[src/rtl/router_ctrl_fsm.sv]
// Ingress sequencing controller for the 1x3 router: decodes the header address,
// paces FIFO writes around full conditions and sequences parity load/check.
module router_ctrl_fsm (
    input  logic       clock,
    input  logic       resetn,
    input  logic       pkt_valid,
    input  logic [1:0] data_in,
    input  logic       fifo_full,
    input  logic       fifo_empty_0,
    input  logic       fifo_empty_1,
    input  logic       fifo_empty_2,
    input  logic       soft_reset_0,
    input  logic       soft_reset_1,
    input  logic       soft_reset_2,
    input  logic       parity_done,
    input  logic       low_pkt_valid,
    output logic       detect_add,
    output logic       lfd_state,
    output logic       ld_state,
    output logic       laf_state,
    output logic       full_state,
    output logic       write_enb_reg,
    output logic       rst_int_reg,
    output logic       busy
);

    typedef enum logic [2:0] {
        DECODE_ADDRESS,
        LOAD_FIRST_DATA,
        LOAD_DATA,
        FIFO_FULL_STATE,
        LOAD_AFTER_FULL,
        LOAD_PARITY,
        CHECK_PARITY_ERROR,
        WAIT_TILL_EMPTY
    } state_t;

    state_t     state;
    state_t     next_state;
    logic [1:0] addr_reg;
    logic [1:0] sel_idx;
    logic       sel_empty;
    logic       sel_srst;
    logic       hdr_ok;

    assign hdr_ok = pkt_valid && (data_in != 2'd3);

    always_ff @(posedge clock or negedge resetn) begin
        if (!resetn) begin
            state    <= DECODE_ADDRESS;
            addr_reg <= '0;
        end else begin
            state <= next_state;
            if (state == DECODE_ADDRESS && hdr_ok)
                addr_reg <= data_in;
        end
    end

    // The header address is not yet latched while decoding, so look at the live bus.
    assign sel_idx = (state == DECODE_ADDRESS) ? data_in : addr_reg;

    always_comb begin
        sel_empty = 1'b0;
        case (sel_idx)
            2'd0:    sel_empty = fifo_empty_0;
            2'd1:    sel_empty = fifo_empty_1;
            2'd2:    sel_empty = fifo_empty_2;
            default: sel_empty = 1'b0;
        endcase
    end

    always_comb begin
        sel_srst = 1'b0;
        case (addr_reg)
            2'd0:    sel_srst = soft_reset_0;
            2'd1:    sel_srst = soft_reset_1;
            2'd2:    sel_srst = soft_reset_2;
            default: sel_srst = 1'b0;
        endcase
    end

    always_comb begin
        next_state = state;
        if (state != DECODE_ADDRESS && sel_srst) begin
            next_state = DECODE_ADDRESS;
        end else begin
            case (state)
                DECODE_ADDRESS: begin
                    if (hdr_ok)
                        next_state = sel_empty ? LOAD_FIRST_DATA : WAIT_TILL_EMPTY;
                end
                LOAD_FIRST_DATA: next_state = LOAD_DATA;
                LOAD_DATA: begin
                    if (fifo_full)
                        next_state = FIFO_FULL_STATE;
                    else if (!pkt_valid)
                        next_state = LOAD_PARITY;
                end
                FIFO_FULL_STATE: begin
                    if (!fifo_full)
                        next_state = LOAD_AFTER_FULL;
                end
                LOAD_AFTER_FULL: begin
                    if (parity_done)
                        next_state = DECODE_ADDRESS;
                    else if (low_pkt_valid)
                        next_state = LOAD_PARITY;
                    else
                        next_state = LOAD_DATA;
                end
                LOAD_PARITY: next_state = CHECK_PARITY_ERROR;
                CHECK_PARITY_ERROR:
                    next_state = fifo_full ? FIFO_FULL_STATE : DECODE_ADDRESS;
                WAIT_TILL_EMPTY: begin
                    if (sel_empty)
                        next_state = LOAD_FIRST_DATA;
                end
                default: next_state = DECODE_ADDRESS;
            endcase
        end
    end

    always_comb begin
        detect_add    = 1'b0;
        lfd_state     = 1'b0;
        ld_state      = 1'b0;
        laf_state     = 1'b0;
        full_state    = 1'b0;
        write_enb_reg = 1'b0;
        rst_int_reg   = 1'b0;
        busy          = 1'b0;
        case (state)
            DECODE_ADDRESS:  detect_add = 1'b1;
            LOAD_FIRST_DATA: begin
                lfd_state = 1'b1;
                busy      = 1'b1;
            end
            LOAD_DATA: begin
                ld_state      = 1'b1;
                write_enb_reg = 1'b1;
            end
            FIFO_FULL_STATE: begin
                full_state = 1'b1;
                busy       = 1'b1;
            end
            LOAD_AFTER_FULL: begin
                laf_state     = 1'b1;
                write_enb_reg = 1'b1;
                busy          = 1'b1;
            end
            LOAD_PARITY: begin
                write_enb_reg = 1'b1;
                busy          = 1'b1;
            end
            CHECK_PARITY_ERROR: begin
                rst_int_reg = 1'b1;
                busy        = 1'b1;
            end
            WAIT_TILL_EMPTY: busy = 1'b1;
            default:         detect_add = 1'b1;
        endcase
    end

endmodule

[config.mk]
export PLATFORM = sky130hd
export DESIGN_NAME = router_ctrl_fsm
export DESIGN_NICKNAME = d
export VERILOG_FILES = /design/src/rtl/router_ctrl_fsm.sv
export SDC_FILE = /design/constraint.sdc
export NUM_CORES = 1
export LEC_CHECK = 0
export ABC_AREA = 0
export BUFFER_PORTS_ARGS = -buffer_cell sky130_fd_sc_hd__buf_2
export CAP_MARGIN = 20
export CORE_AREA = 2 2 39 41
export CTS_CLUSTER_DIAMETER = 150
export DETAILED_ROUTE_END_ITERATION = 10
export DIE_AREA = 0 0 41 43
export PLACE_DENSITY = 0.65
export SYNTH_ARGS = -nofsm -noshare
export SYNTH_HDL_FRONTEND = slang
export SYNTH_SLANG_ARGS = --single-unit
[constraint.sdc]
create_clock -name clock -period 2 [get_ports clock]
set_input_delay 0.3 -clock clock [delete_from_list [all_inputs] [get_ports clock]]
set_output_delay 0.3 -clock clock [all_outputs]
set_load 0.01 [all_outputs]
==> results of run 1 <==
## logic make-up after synthesis
family / after synthesis / synth area share
AOI/OAI and AO/OA: 20 / 0.315
buffers and inverters: 8 / 0.0788
DFF: 5 / 0.246
muxes: 4 / 0.0788
and+or+nand+nor: 25 / 0.281
## cells in the mapped netlist
cell       number  area, sq um
nor2_1          8         30.0
dfrtp_1         5          125
inv_1           5         18.8
a21oi_1         4         20.0
mux2i_1         4         40.0
nand2_1         4         15.0
a21o_1          2         15.0
a31oi_1         2         12.5
buf_2           2         10.0
nand3b_1        2         15.0
nor2b_1         2         12.5
nor3_1          2         10.0
o211ai_1        2         15.0
o21ai_0         2         10.0
a2111oi_4       1         27.5
a211o_1         1         8.76
a2bb2oi_1       1         8.76
a31o_1          1         8.76
and3b_1         1         8.76
buf_6           1         11.3
nand3_1         1         5.00
nand4_1         1         6.26
nor3_2          1         10.0
nor3_4          1         16.3
nor3b_1         1         7.51
o21ai_1         1         5.00
o22a_1          1         8.76
o311ai_0        1         8.76
o41a_1          1         11.3
or2_2           1         6.26
## routing by layer
metal / routed length [microns] / track usage / share of wire
met5: 0 / 0 / 0
met3: 70 / 0.0314 / 0.058
met4: 0 / 0.0600 / 0
met2: 568 / 0.228 / 0.47
met1: 569 / 0.188 / 0.47
## cell type report
type	count	area (sq um)	area share
flip-flops and latches	5	125	0.187
multi-input cells	49	343	0.511
well taps	16	20.0	0.0299
repair buffers	25	138	0.205
clock buffers	4	26.3	0.0392
inverters	5	18.8	0.0280
## where the power goes
group | leakage (nW) | switching [mW] | internal, mW
sequential | 0.0603 | 0.120 | 0.154
combinational | 0.246 | 0.315 | 0.298
clock | 0.0150 | 0.0350 | 0.0750
total | 0.321 | 0.470 | 0.527
## worst max-delay path: stages, from the launching register on
cell and delay, ps:
dfrtp_1 560, inv_1 110, buf_4 170, nor2_1 130, a21o_1 90, buf_2 120
## final timing paths
| path | from | to | slack [ps] | cells after the start |
|---|---|---|---|---|
| worst min-delay path | data_in[0] | addr_reg[0] | 380 | 2 |
| worst max-delay path | state[1] | write_enb_reg | 290 | 5 |
| max in group asynchronous | resetn | state[2] | 1450 | 2 |
| min in group asynchronous | resetn | state[0] | 420 | 2 |
| worst max register to register | state[1] | state[0] | 300 | 5 |
| worst min register to register | addr_reg[0] | addr_reg[0] | 600 | 1 |
==> results.json, run 1 <==
{
  "num-fill-cells": 136,
  "tritoncts": "yes",
  "layout_commonest_cell": "buf_2",
  "drc": 0,
  "status": "complete, no violations",
  "htreeDepth": 1,
  "io_buffers": 21,
  "largest_register_ffs": 3,
  "via_count": 540,
  "cts.sinks": 5,
  "fin_crit_sh": 0.854,
  "ios": 22,
  "worstSetupPathType": "reg -> out",
  "cts_hold_buf": 1,
  "finalSetupViolCount": 0,
  "initialDrtViolationCount": 9,
  "yosysSeqAreaShare": 0.246,
  "finalWorstSetupSlack_ps": 292,
  "cts_inserted_buffers": 3,
  "grt_pass1_wl_microns": 1800,
  "p_total_mw": 0.997,
  "viasPerCell": 5.19,
  "grt_usage": 0.147,
  "worst_clock_skew_ps": 2.05,
  "stdcell_area_sq_um": 671,
  "fin_cells": 104,
  "tns_ps": 0,
  "whs_ps": 381,
  "placed_area_sq_um": 634,
  "yosysWarningCount": 0,
  "max_cap_viol_count": 0,
  "cts_buffer_depth": 2,
  "insertedDiodeCount": 0,
  "leakage_nw": 0.321,
  "initial_core_util": 0.367,
  "root_buffer": "clkbuf_4",
  "grt_max_degree": 12,
  "post-route-util": 0.485,
  "hold_viol_final": 0,
  "slew_viol_final": 0,
  "antenna_found_initial": 0,
  "syn_inst": 62,
  "hold_class": "in -> reg",
  "gr-total-overflow": 0,
  "dp_hpwl_microns": 970,
  "finalWirelength_microns": 1210,
  "arrival_ps": 1410,
  "clk_latency_ps": 230,
  "syn_area_per_cell_sq_um": 8.19,
  "grt_pass1_vias": 459,
  "layout-drive-gt1-share": 0.352,
  "nNetsFinal": 103,
  "num_rows": 14,
  "cts_resized": 0,
  "die_w_microns": 41,
  "post-place-ws_ps": 318,
  "worst_slew_pin_slew_ps": 377,
  "ant_nets": 0,
  "end_kind": "output pin",
  "dr.pass1.iters": 4,
  "syn_nets": 76,
  "area_growth_pct": 32.0,
  "ys_ff_latch": 5,
  "die_h_microns": 43,
  "post-route-min-period_ps": 1710,
  "required_ps": 1700,
  "power.density_nw_per_um2": 1490,
  "die_area_sq_um": 1760,
  "gp_congestion": 0.816,
  "path_clk_slew_ps": 40,
  "place_inst": 99,
  "critical_path_peak_fanout": 11,
  "clock.fmax_mhz": 585,
  "wl_per_cell_microns": 11.6,
  "design.core.area_sq_um": 1380,
  "slew-limit-headroom": 0.749,
  "final_cell_mix": "buf_2, nor2_1, inv_1, dfrtp_1",
  "synthDistinctLibCells": 30,
  "post-cts-setup-buffer-count": 0,
  "crit_path_start_kind": "flip-flop",
  "synth_area_sq_um": 508,
  "vdd_drop_max_v": 0.000912,
  "rsz0062_at_grt": "false"
}
Power figures use the tool's default switching activity.
==> run 2, diff against run 1 <==
Settings changed: ABC_AREA 0 to unset, BUFFER_PORTS_ARGS -buffer_cell sky130_fd_sc_hd__buf_2 to unset, CTS_BUF_LIST set to sky130_fd_sc_hd__clkbuf_4 sky130_fd_sc_hd__clkbuf_8, DONT_BUFFER_PORTS set to 1, PLACE_DENSITY 0.65 to 0.51.
==> results.json, run 2 (synthesis gave the netlist of run 1 again) <==
{
  "status": "complete, no violations",
  "place_inst": 79,
  "leakage_nw": 0.240,
  "grt_max_degree": 12,
  "stdcell_area_sq_um": 577,
  "critPathSlowestCell": "dfrtp_1",
  "multiInputGateArea_sq_um": 343,
  "grt_pass1_wl_microns": 1750,
  "layout_commonest_cell": "nor2_1",
  "post-route-min-period_ps": 1820,
  "layout-drive-gt1-share": 0.176,
  "ant_nets": 0,
  "gr-total-overflow": 0,
  "die_area_sq_um": 1760,
  "tns_ps": 0,
  "slew_viol_final": 0,
  "dp_hpwl_microns": 929,
  "die_w_microns": 41,
  "largest_register_ffs": 3,
  "vdd_drop_max_v": 0.000697,
  "fin_crit_sh": 0.910,
  "grt_usage": 0.143,
  "drc": 0,
  "grt_pass1_vias": 447,
  "clk_latency_ps": 240,
  "arrival_ps": 1520,
  "antenna_found_initial": 0,
  "power.density_nw_per_um2": 1650,
  "fin_cells": 84,
  "final_cell_mix": "nor2_1, inv_1, dfrtp_1",
  "worst_slew_pin_slew_ps": 411,
  "area_growth_pct": 13.5,
  "cts.sinks": 5,
  "cts_hold_buf": 1,
  "initialDrtViolationCount": 10,
  "worst-path-buf-inv": 2,
  "post-cts-setup-buffer-count": 0,
  "io_buffers": 0,
  "hold_viol_final": 0,
  "design.core.area_sq_um": 1380,
  "p_total_mw": 0.950,
  "max_cap_viol_count": 0,
  "dr.pass1.iters": 4,
  "tritoncts": "yes",
  "ff_latch_area_sq_um": 125,
  "root_buffer": "clkbuf_4",
  "die_h_microns": 43,
  "htreeDepth": 1,
  "cp_top_family": "flip-flops",
  "worstSetupPathType": "reg -> out",
  "required_ps": 1700,
  "worst_clock_skew_ps": 5.90,
  "hold_class": "in -> reg",
  "ios": 22,
  "clock.fmax_mhz": 550,
  "placed_area_sq_um": 537,
  "finalSetupViolCount": 0,
  "num_rows": 14,
  "critical_path_peak_fanout": 11,
  "via_count": 477,
  "post-route-util": 0.417,
  "num-fill-cells": 158,
  "slowest_delay_ps": 590,
  "rsz0062_at_grt": "false",
  "nNetsFinal": 83,
  "cts_inserted_buffers": 3,
  "finalWirelength_microns": 1160,
  "path_clk_slew_ps": 50,
  "insertedDiodeCount": 0,
  "cts_buffer_depth": 2,
  "cts_resized": 0,
  "gp_congestion": 0.722,
  "crit_chain": "inv_1, buf_4, nor2_1, a21o_1",
  "end_kind": "output pin",
  "wl_per_cell_microns": 13.8,
  "initial_core_util": 0.367,
  "viasPerCell": 5.68,
  "slew-limit-headroom": 0.726,
  "crit_path_start_kind": "flip-flop"
}
==> run 2: final timing paths <==
path / end / start / depth (start not counted) / slack, ps
max: write_enb_reg / state[1] / 4 / 180
min: addr_reg[0] / data_in[0] / 1 / 220
max reg2reg: state[0] / state[1] / 5 / 270
min reg2reg: addr_reg[0] / addr_reg[0] / 1 / 590
max in group asynchronous: state[2] / resetn / 1 / 1450
min in group asynchronous: state[0] / resetn / 1 / 350
==> run 2: routing by layer <==
layer	global-route usage	vias to the layer above	share of wire
met4	0.0600	0	0
met5	0	-	0
met1	0.184	220	0.45
met3	0.0314	0	0.064
met2	0.222	15	0.49
li1	-	242	-
==> run 2: layout make-up <==
class,count,share of cell area
Tap cell,16,0.0347
Timing Repair Buffer,5,0.0694
Inverter,5,0.0325
Multi-Input combinational cell,49,0.594
Clock buffer,4,0.0521
Sequential cell,5,0.217
==> run 2: through the flow <==
| step | setup WS, ps | hold slack, ps |
|---|---|---|
| 2_1_floorplan | 272 | 4.41 |
| 3_3_place_gp | 330 | 4.55 |
| 3_5_place_dp | 286 | 4.53 |
| 4_1_cts | 184 | 215 |
| 5_1_grt | 77.6 | 215 |
| 6_report | 180 | 220 |
==> run 2: power by group <==
group	leakage, nW	switching, mW	internal (mW)	total (mW)
registers	0.0603	0.121	0.154	0.275
clock network	0.0184	0.0380	0.0887	0.127
logic	0.161	0.294	0.255	0.549
total	0.240	0.453	0.497	0.950
==> run 3, diff against run 2 <==
Settings changed: PLACE_DENSITY 0.51 to 0.53.
Clock period 2 ns to 1.6 ns, I/O delays scaled along.
==> results.json, run 3 (synthesis gave the netlist of run 1 again) <==
{
  "status": "complete, no violations",
  "leakage_nw": 0.259,
  "insertedDiodeCount": 0,
  "vdd_drop_max_v": 0.000894,
  "slew_viol_final": 0,
  "arrival_ps": 1690,
  "holdPathStages": 1,
  "fin_crit_sh": 0.987,
  "power.density_nw_per_um2": 2080,
  "cts_inserted_buffers": 3,
  "tns_ps": 0,
  "design.core.area_sq_um": 1380,
  "cts.sinks": 5,
  "max_cap_viol_count": 0,
  "die_h_microns": 43,
  "required_ps": 1710,
  "ios": 22,
  "end_kind": "flip-flop",
  "grt_pass1_vias": 462,
  "worst_clock_skew_ps": 2.25,
  "crit_chain": "nand3_1, a31o_1, a2111oi_4, and3b_1, a2bb2oi_1",
  "num-fill-cells": 151,
  "r2r_end": "state[0]",
  "worstSetupPathType": "reg -> reg",
  "initial_core_util": 0.367,
  "min_to": "addr_reg[0]",
  "drc": 0,
  "p_total_mw": 1.34,
  "finalWirelength_microns": 1170,
  "worst_slew_pin_slew_ps": 306,
  "post-route-min-period_ps": 1580,
  "die_area_sq_um": 1760,
  "rsz0062_at_grt": "true",
  "tritoncts": "yes",
  "grt_pass1_wl_microns": 1750,
  "htreeDepth": 1,
  "finalSetupViolCount": 0,
  "layout_commonest_cell": "buf_4",
  "slowest_delay_ps": 430,
  "initialDrtViolationCount": 5,
  "critPathSlowestCell": "dfrtp_2",
  "layout-drive-gt1-share": 0.356,
  "grt_max_degree": 9,
  "cts_buffer_depth": 2,
  "clock.fmax_mhz": 634,
  "root_buffer": "clkbuf_4",
  "dr.pass1.iters": 2,
  "area_growth_pct": 26.6,
  "num_rows": 14,
  "placed_area_sq_um": 574,
  "critical_path_peak_fanout": 6,
  "nNetsFinal": 88,
  "stdcell_area_sq_um": 643,
  "path_clk_slew_ps": 40,
  "hold_class": "in -> reg",
  "ant_nets": 0,
  "post-cts-setup-buffer-count": 0,
  "slew-limit-headroom": 0.796,
  "hold_viol_final": 0,
  "io_buffers": 0,
  "hold_start": "data_in[0]",
  "crit_path_start_kind": "flip-flop",
  "gp_congestion": 0.841,
  "final_cell_mix": "buf_4, nor2_1",
  "wl_per_cell_microns": 13.1,
  "clk_latency_ps": 240,
  "largest_register_ffs": 3,
  "dp_hpwl_microns": 979,
  "r2r-start": "state[0]",
  "grt_usage": 0.148,
  "viasPerCell": 5.66,
  "via_count": 504,
  "whs_ps": 160,
  "antenna_found_initial": 0,
  "gr-total-overflow": 0,
  "ff2ff_path_depth": 5,
  "die_w_microns": 41,
  "rrSetupSlack_ps": 20
}
run 3: worst max-delay path by stage:
stage	startpoint	endpoint	slack, ps	cells after the start
after global routing	state[0]	lfd_state	-50	4
after global placement	state[0]	state[0]	-40	5
after CTS	state[0]	lfd_state	9	4
after detailed placement	state[0]	state[0]	-40	5
after floorplan	state[0]	state[0]	-60	6
final	state[0]	state[0]	20	5
run 3: final cells by class:
cell class	instances	area [sq um]	area share
clock buffer	4	30.0	0.0467
inverter	5	22.5	0.0350
multi-input combinational	49	360	0.560
sequential	5	129	0.200
tap	16	20.0	0.0311
timing repair buffer	10	81.3	0.126
run 3: power by group:
group | internal, mW | switching (mW)
registers | 0.201 | 0.111
logic | 0.417 | 0.451
clock network | 0.111 | 0.0480
run 3: per-stage QoR:
| step | setup WS [ps] | util | instances |
|---|---|---|---|
| global route | -51.0 | 0.465 | 89 |
| CTS | 8.86 | 0.447 | 89 |
| global placement | -36.4 | 0.415 | 84 |
| floorplan | -61.5 | - | 62 |
| finish | 21.5 | 0.465 | 89 |
| detailed placement | -38.2 | 0.415 | 84 |
run 3: critical path, delay by kind of cell (launching register included):
family	cells	cell delay, ps
simple gates	2	310
compound gates	3	710
flops	1	430
run 3: timing repair:
action	in CTS	in global routing
setup endpoints to repair	5	8
pin swaps	0	0
hold buffers	1	0
hold endpoints to repair	5	0
resized for setup	3	8
run 3: metal layers:
metal | vias up | GRT usage | share of wire
met5 | - | 0 | 0
met4 | 0 | 0.0600 | 0
met3 | 0 | 0.0471 | 0.045
met2 | 12 | 0.241 | 0.50
met1 | 240 | 0.168 | 0.45
li1 | 252 | - | -
